$ cat config.mk
export PLATFORM = sky130hd
export DESIGN_NAME = pipe_skid_reg
export DESIGN_NICKNAME = d
export VERILOG_FILES = /design/src/rtl/pipe_skid_reg.sv
export SDC_FILE = /design/constraint.sdc
export NUM_CORES = 1
export LEC_CHECK = 0
export ABC_AREA = 1
export CAP_MARGIN = 25
export CORE_MARGIN = 2
export CORE_UTILIZATION = 56
export CTS_CLUSTER_SIZE = 16
export DETAILED_ROUTE_END_ITERATION = 8
export DONT_BUFFER_PORTS = 1
export PLACE_DENSITY = 0.7
export SYNTH_ARGS = -nofsm -noshare
export SYNTH_HDL_FRONTEND = slang
export SYNTH_SLANG_ARGS = --single-unit
$ cat constraint.sdc
create_clock -name clk -period 1.11 [get_ports clk]
set_input_delay 0.222 -clock clk [delete_from_list [all_inputs] [get_ports clk]]
set_output_delay 0.222 -clock clk [all_outputs]
set_load 0.03 [all_outputs]
$ cat src/rtl/pipe_skid_reg.sv
// Elastic pipeline-stage register: valid/ready handshake over a two-entry skid
// buffer, with a registered in_ready and a control field that is zero on bubbles.
module pipe_skid_reg #(
    parameter int WIDTH      = 16,
    parameter int CTRL_WIDTH = 4
) (
    input  logic                  clk,
    input  logic                  reset,
    input  logic                  flush,
    input  logic                  in_valid,
    output logic                  in_ready,
    input  logic [WIDTH-1:0]      in_data,
    input  logic [CTRL_WIDTH-1:0] in_ctrl,
    output logic                  out_valid,
    input  logic                  out_ready,
    output logic [WIDTH-1:0]      out_data,
    output logic [CTRL_WIDTH-1:0] out_ctrl,
    output logic [1:0]            occupancy
);

    // State encoding equals the entry count, so occupancy is the state register.
    typedef enum logic [1:0] {
        EMPTY = 2'd0,
        ONE   = 2'd1,
        FULL  = 2'd2
    } state_t;

    state_t                state;
    state_t                state_n;
    logic [WIDTH-1:0]      main_data;
    logic [CTRL_WIDTH-1:0] main_ctrl;
    logic [WIDTH-1:0]      skid_data;
    logic [CTRL_WIDTH-1:0] skid_ctrl;
    logic                  in_ready_q;
    logic                  out_valid_q;

    logic in_fire;
    logic out_fire;
    logic load_main_in;
    logic load_main_skid;
    logic load_skid_in;

    assign in_fire  = in_valid & in_ready_q;
    assign out_fire = out_valid_q & out_ready;

    always_comb begin
        state_n        = state;
        load_main_in   = 1'b0;
        load_main_skid = 1'b0;
        load_skid_in   = 1'b0;
        case (state)
            EMPTY: begin
                if (in_fire) begin
                    load_main_in = 1'b1;
                    state_n      = ONE;
                end
            end
            ONE: begin
                if (in_fire && out_fire) begin
                    load_main_in = 1'b1;
                end else if (in_fire) begin
                    load_skid_in = 1'b1;
                    state_n      = FULL;
                end else if (out_fire) begin
                    state_n = EMPTY;
                end
            end
            FULL: begin
                if (out_fire) begin
                    load_main_skid = 1'b1;
                    state_n        = ONE;
                end
            end
            default: state_n = EMPTY;
        endcase
    end

    always_ff @(posedge clk) begin
        if (!reset || flush) begin
            state       <= EMPTY;
            main_data   <= '0;
            main_ctrl   <= '0;
            skid_data   <= '0;
            skid_ctrl   <= '0;
            in_ready_q  <= 1'b1;
            out_valid_q <= 1'b0;
        end else begin
            state       <= state_n;
            in_ready_q  <= (state_n != FULL);
            out_valid_q <= (state_n != EMPTY);
            if (load_main_in) begin
                main_data <= in_data;
                main_ctrl <= in_ctrl;
            end else if (load_main_skid) begin
                main_data <= skid_data;
                main_ctrl <= skid_ctrl;
            end
            if (load_skid_in) begin
                skid_data <= in_data;
                skid_ctrl <= in_ctrl;
            end
        end
    end

    assign in_ready  = in_ready_q;
    assign out_valid = out_valid_q;
    assign out_data  = main_data;
    // Side-effecting bits must never leak out on a bubble.
    assign out_ctrl  = out_valid_q ? main_ctrl : '0;
    assign occupancy = state;

endmodule

### Word level (Yosys, flattened, before mapping)

Cells that the tools add are included.

* input port bits: 25
* word-level logic and storage cells: 36
* register bits after elaboration: 44

* mux-type cells: 18
* reduce and logical (&&, ||, !) cells: 6
* equal/unequal tests: 3
* bitwise logic cells: 2

Operator list (count)
* 16-bit 2-to-1 mux: 2
* 4-bit 2-to-1 mux: 3
* 2-bit 2-to-1 mux: 5
* 1-bit 2-to-1 mux: 6
* 2-bit case mux with 3 select lines: 1
* 2-bit nonzero test: 2
* 1-bit AND: 2
* 2-bit by 1-bit == test with 1-bit output (second input constant): 1
* 2-bit == test (second input constant): 1
* 2-bit zero test: 1
* 2-bit inequality test (second input constant): 1
* 1-bit case mux with 2 select lines: 1
* 1-bit logical AND: 1
* 1-bit zero test: 1
* 1-bit logical OR: 1

### Depth between registers and ports, before layout

Gate-level depths: netlist of run 1.

* depth in word-level cells: 6
* depth in mapped cells: 8

### Worst setup path before layout of run 1

OpenSTA, ideal clock, no wires.

* kind: reg2reg
* from: register out_valid_q, in the netlist out_valid
* to: register skid_ctrl[0]
* cell stages (with the launch flop): 9
* library setup time: 0.116 ns
* path slack: -0.222 ns
* clock period less this slack: 1.332 ns
* arrival: 1.217 ns
* cell sequence: dfxtp_1 nand2_2 nand2_4 inv_2 nand2_4 inv_2 buf_6 nor2_1 nor2_1

* cells in the longest elaborated chain, start to end: 4

RTL lines
* from (decl): RTL line 35 `logic out_valid_q;`
* from (signal assigned): RTL line 90 `out_valid_q <= (state_n != EMPTY);`
* 1-bit AND: RTL line 44 `assign out_fire = out_valid_q & out_ready;`
* 1-bit logical AND: RTL line 59 `if (in_fire && out_fire) begin`
* 1-bit 2-to-1 mux: RTL line 59
* 1-bit 2-to-1 mux: RTL line 51 `case (state)`
* to (signal assigned): RTL line 100 `skid_ctrl <= in_ctrl;`
* to (decl): RTL line 33 `logic [CTRL_WIDTH-1:0] skid_ctrl;`

No other way between the ends.
A chain may end at the register's enable or synchronous reset.

### Worst setup path after layout of run 1

* from: register in_ready_q, in the netlist in_ready
* to: register skid_data[2]

* cells in the longest elaborated chain, start to end: 4
* elaborated cells on any way between the ends: 5

RTL lines
* from (decl): RTL line 34 `logic in_ready_q;`
* from (signal assigned): RTL line 89 `in_ready_q <= (state_n != FULL);`
* 1-bit AND (*): RTL line 43 `assign in_fire = in_valid & in_ready_q;`
* 1-bit 2-to-1 mux / 1-bit logical AND (equally long branches): RTL line 61, 59
* 1-bit 2-to-1 mux (*): RTL line 59
* 1-bit 2-to-1 mux (*): RTL line 51
* to (signal assigned): RTL line 99 `skid_data <= in_data;`
* to (decl): RTL line 32 `logic [WIDTH-1:0] skid_data;`

Mark *: on every way between the ends. The rest lies on a longest branch, timed or not.

==> results of run 1 <==
## flip-flops by register name (all words and copies together), names as in the netlist
name       flops
out_data      16
skid_data     16
main_ctrl      4
skid_ctrl      4
occupancy      2
in_ready       1
out_valid      1
## worst reg2reg max path, stage by stage (launching register included)
cell and delay, ns:
dfxtp_4 0.37, nand2_4 0.06, nor2_4 0.13, buf_12 0.15, nand2_8 0.08, buf_12 0.15
o21ai_0 0.15, nor2_1 0.06
## through the flow
stage	setup slack, ns	power, mW	cells	hold slack (ns)	instance area, um2
2_1_floorplan	-0.00497	2.02	317	0.367	2170
3_3_place_gp	-0.0350	2.15	380	0.372	2400
3_5_place_dp	-0.0953	2.16	380	0.376	2400
4_1_cts	-0.0692	3.20	388	0.0585	2570
5_1_grt	-0.179	3.39	393	0.0622	2740
6_report	-0.128	3.25	393	0.0628	2740
## what timing repair did
action	CTS	global route
cloned	0	3
pin swaps	4	2
hold endpoints to repair	0	0
setup buffers	0	2
gates resized for setup	31	34
setup endpoints to repair	47	48
## cells in the mapped netlist, drive strengths merged
cell / instances
nand2: 96
inv: 52
dfxtp: 44
nor2: 44
nand3: 23
nand3b: 20
o21ai: 20
buf: 17
clkbuf: 1
## metal layers
metal / part of all wire [%] / vias up / global-route usage [%]
met5: 0 / - / 0
met4: 1.6 / 0 / 10.2
met3: 6.6 / 7 / 6.47
met2: 49 / 59 / 41.2
met1: 42 / 909 / 27.5
li1: - / 1008 / -
## final timing paths
| path | startpoint | to | slack [ns] |
|---|---|---|---|
| setup / recovery | in_ready | skid_data[2] | -0.13 |
| hold / removal | in_data[14] | skid_data[14] | 0.06 |
| setup reg to reg | in_ready | skid_data[2] | -0.13 |
| hold reg to reg | skid_ctrl[3] | skid_ctrl[3] | 0.49 |
## kinds of logic (layout without fill, tap and decap cells)
group	Yosys count	count (layout)
AO/OA/AOI/OAI	20	20
flip-flops	44	44
AND/OR/NAND/NOR	183	183
buffers and inverters	70	98
## cell type report
type	count	share of cell area, %
timing repair buffer	38	15.5
tap	48	2.19
sequential	44	32.7
clock buffer	8	3.29
inverter	52	8.22
multi-input combinational	203	38.1
## power groups by stage
stage          combinational, mW  clock, mW  sequential (mW)
3_5_place_dp               0.469          0             1.69
2_1_floorplan              0.273          0             1.75
6_report                   0.557       1.04             1.66
3_3_place_gp               0.459          0             1.69
4_1_cts                    0.490       1.05             1.65
5_1_grt                    0.609       1.12             1.66
==> reports/qor.csv, run 1 <==
metric,value,unit
starting density of the core,58.7,%
Syn. warnings,0,
Worst Path Arrival,1.44,ns
Final Slew Violations,0,
I/O pin count,49,
CP startpoint kind,register,
clock share of power,31.9,%
Synth area leader,dfxtp_1,
RSZ-0062 raised after global routing,yes,
vias in the first global route,1847,
vias,1983,
"slowest stage delay, CP",0.37,ns
Synth Area in Compound Gates,4.66,%
Max Root-Sink Buffers,2,
share of post-route cells with drive strength above 1,22.9,%
CP Buf/Inv Count,2,
DIE AREA,0.00435,mm2
critical path class,register to register,
crit path max fanout,10,
Antenna Cells,0,
Final Cycle Share,112,%
area of the multi-input gates,0.00104,mm2
Cell Int Power,2.37,mW
Sequential Power Share,51.0,%
total congestion overflow,0,
initial antenna violation count,0,
mux contribution to synthesized area,0,%
vias per cell,5.05,
Die W,65.9,um
critical path's slowest cell,dfxtp_4,
Worst Hold Path Cells,2,
count of clock tree sinks,44,
NetSw,0.883,mW
Register-to-Register Path Depth,7,
Reg area,896,um2
final worst slack,-0.128,ns
Core Box Area,0.00366,mm2
clock-pin slew on the worst setup and hold paths,0.08,ns
"CP delay by family, top",flip-flops,
first-pass GRT wire length,7890,um
Synth Cell Area,0.00215,mm2
relative slew slack,84.0,%
Sw Ratio,27.1,%
top-area cell type share of the netlist area,41.0,%
Syn Nets,342,
power per cell area,1190,mW/mm2
worst vdd ir,812,uV
most frequent cells in the layout,"84 x nand2_1, 43 x inv_1, 40 x dfxtp_1",
share of the yosys chip area belonging to registers,41.0,%
Max Cap Viol,0,
number of buffers added on ports,0,
CTS tree,built,
WL final,5080,um
Leak Pwr,1.41,nW
simple logic cell fraction of the synthesized area,38.6,%
Num CTS Buffers,5,
Worst Skew,0.00575,ns
Final ANT Viol Nets,0,
HP Class,primary input to register,
combinational fraction of design power,17.1,%
required time of the worst setup path,1.31,ns
Yosys cell types,18,
Final TNS setup,-3.62,ns
Post-Synth XOR/XNOR Area,0,%
DRC,0,
synthesis-to-finish area growth,27.5,%
CP Cell Sequence,nand2_4 -> nor2_4 -> buf_12 -> nand2_8 -> buf_12 -> o21ai_0 -> nor2_1,
Worst Setup End Kind,register,
drt pass-1 iters,4,
Rows,22,
most used cell along the critical path,buf_12,
final setup fails,48,
Detailed Place HPWL,3010,um
layout net count,369,
Worst-Skew Late Latency,0.30,ns
GRT Total Usage,23.8,%
H-tree levels,2,
Synth Area per Inst,6.78,um2
Adder-Cell Fraction of Synth Area,0,%
Stages on worst setup path,7,
outcome,finished with violations,
average wire per cell in the routed design,12.9,um
largest family of logic cells by synthesized area,simple AND/OR/NAND/NOR gates,
synthesized flop and latch total,44,
failing checks,setup timing,
Fillers,310,
Final Hold Viols,0,
Die H,65.9,um
worst slew pin tran,0.239,ns
"commonest non-fill, non-tap cell in the layout",nand2_1,
cts hold-fix bufs,0,
starting DRC count in detailed routing,156,
FMAX,808,MHz
final core area utilization,74.8,%
Synth area leaders,"dfxtp_1 41%, nand2_1 16%, inv_1 8.6%, nor2_1 7.2%, nand3b_1 7.0%",
GP Congestion,0.750,
largest net degree at the start of global routing,43,
Synth Instances,317,
min Tclk post-route,1.24,ns
CTS Root Cell,clkbuf_8,
Note: power is estimated with default switching activity, not from simulation.
==> inputs of run 2 (changes only) <==
- CAP_MARGIN: 25 -> 20
- HOLD_SLACK_MARGIN: default -> 0.12
==> run 2 against run 1 <==
Net effect: the run still ends with setup timing left; critical path depth is the same; final area grew 8.2%; clock-buffer cell count is the same; power grew 2.3%; largest cell class unchanged; largest power group unchanged.
==> reports/qor.csv, run 2 (synthesis gave the netlist of run 1 again) <==
metric,value,unit
relative slew slack,83.2,%
WL final,5620,um
Max Root-Sink Buffers,2,
GP Congestion,0.750,
vias per cell,5.14,
Final Cycle Share,113,%
Detailed Place HPWL,3010,um
Worst Setup End Kind,register,
starting DRC count in detailed routing,274,
failing checks,setup timing,
CP Buf/Inv Count,2,
crit path max fanout,10,
CP startpoint kind,register,
FMAX,795,MHz
Leak Pwr,1.49,nW
critical path class,register to register,
final worst slack,-0.148,ns
vias,2123,
final core area utilization,80.9,%
Core Box Area,0.00366,mm2
number of buffers added on ports,0,
most frequent cells in the layout,"84 x nand2_1, 43 x inv_1, 40 x dfxtp_1",
outcome,finished with violations,
Final Slew Violations,0,
min Tclk post-route,1.26,ns
GRT Total Usage,25.7,%
largest net degree at the start of global routing,43,
DIE AREA,0.00435,mm2
Place WS,-0.0953,ns
Rows,22,
"CP delay by family, top",flip-flops,
Die H,65.9,um
hold slack,0.189,ns
clock-pin slew on the worst setup and hold paths,0.08,ns
HP Class,primary input to register,
"commonest non-fill, non-tap cell in the layout",nand2_1,
vias in the first global route,1969,
Worst Path Arrival,1.45,ns
synthesis-to-finish area growth,37.9,%
I/O pin count,49,
Antenna Cells,0,
DRC,0,
worst slew pin tran,0.251,ns
CTS tree,built,
drt pass-1 iters,5,
Num CTS Buffers,5,
H-tree levels,2,
most used cell along the critical path,buf_12,
initial antenna violation count,0,
Fillers,260,
required time of the worst setup path,1.31,ns
count of clock tree sinks,44,
final setup fails,48,
RSZ-0062 raised after global routing,yes,
Final ANT Viol Nets,0,
Final Hold Viols,0,
Final TNS setup,-4.41,ns
Worst Skew,0.00533,ns
Die W,65.9,um
Worst-Skew Late Latency,0.30,ns
"slowest stage delay, CP",0.37,ns
power per cell area,1120,mW/mm2
Max Cap Viol,0,
CP Cell Sequence,nand2_4 -> nor2_4 -> buf_12 -> nand2_8 -> buf_12 -> o21ai_0 -> nor2_1,
average wire per cell in the routed design,13.6,um
share of post-route cells with drive strength above 1,21.9,%
CTS Root Cell,clkbuf_8,
starting density of the core,58.7,%
worst vdd ir,789,uV
first-pass GRT wire length,8470,um
layout net count,389,
total congestion overflow,0,
critical path's slowest cell,dfxtp_4,
[run 2: through the flow]
stage          area (um2)  total power [mW]  cells
2_1_floorplan        2170              2.02    317
3_3_place_gp         2400              2.15    380
3_5_place_dp         2400              2.16    380
4_1_cts              2760              3.25    407
5_1_grt              2960              3.47    413
6_report             2960              3.33    413
[run 2: tightest hold or removal path: stages]
cell and delay [ns]:
nand3b_1 0.08, nand2_1 0.05, inv_1 0.04, nand2_1 0.04, inv_1 0.04
[run 2: cell type report]
class                           instances  area [um2]  area share [%]
Clock buffer                            8        90.1            3.04
Tap cell                               48        60.1            2.03
Sequential cell                        44         896            30.2
Timing Repair Buffer                   58         629            21.2
Multi-Input combinational cell        203        1060            35.8
Inverter                               52         228            7.69
[run 2: per-layer routing]
layer / up-vias / part of all wire, % / global-route usage, %
li1: 1049 / - / -
met2: 80 / 52 / 46.5
met4: 0 / 1.2 / 10.2
met3: 8 / 6.2 / 5.45
met5: - / 0 / 0
met1: 986 / 41 / 29.4
[run 2: worst paths after layout]
| kind | startpoint | end | slack, ns | depth (start not counted) |
|---|---|---|---|---|
| setup reg to reg | in_ready | skid_data[2] | -0.15 | 7 |
| hold / removal | in_ctrl[1] | main_ctrl[1] | 0.19 | 5 |
| hold reg to reg | skid_data[12] | skid_data[12] | 0.49 | 2 |
| setup / recovery | in_ready | skid_data[2] | -0.15 | 7 |
[run 2: where the power goes]
| group | internal, mW | leakage [nW] | switching, mW |
|---|---|---|---|
| clock | 0.508 | 0.0455 | 0.530 |
| sequential | 1.62 | 0.360 | 0.0396 |
| combinational | 0.290 | 1.08 | 0.341 |
| total | 2.42 | 1.49 | 0.910 |
[run 2: repair_timing]
action / 4_1_cts / 5_1_grt
gates resized for setup: 31 / 40
hold endpoints to repair: 19 / 1
pin swaps: 4 / 2
setup endpoints to repair: 47 / 48
gates cloned: 0 / 3
hold buffers: 19 / 1
setup buffers: 0 / 2
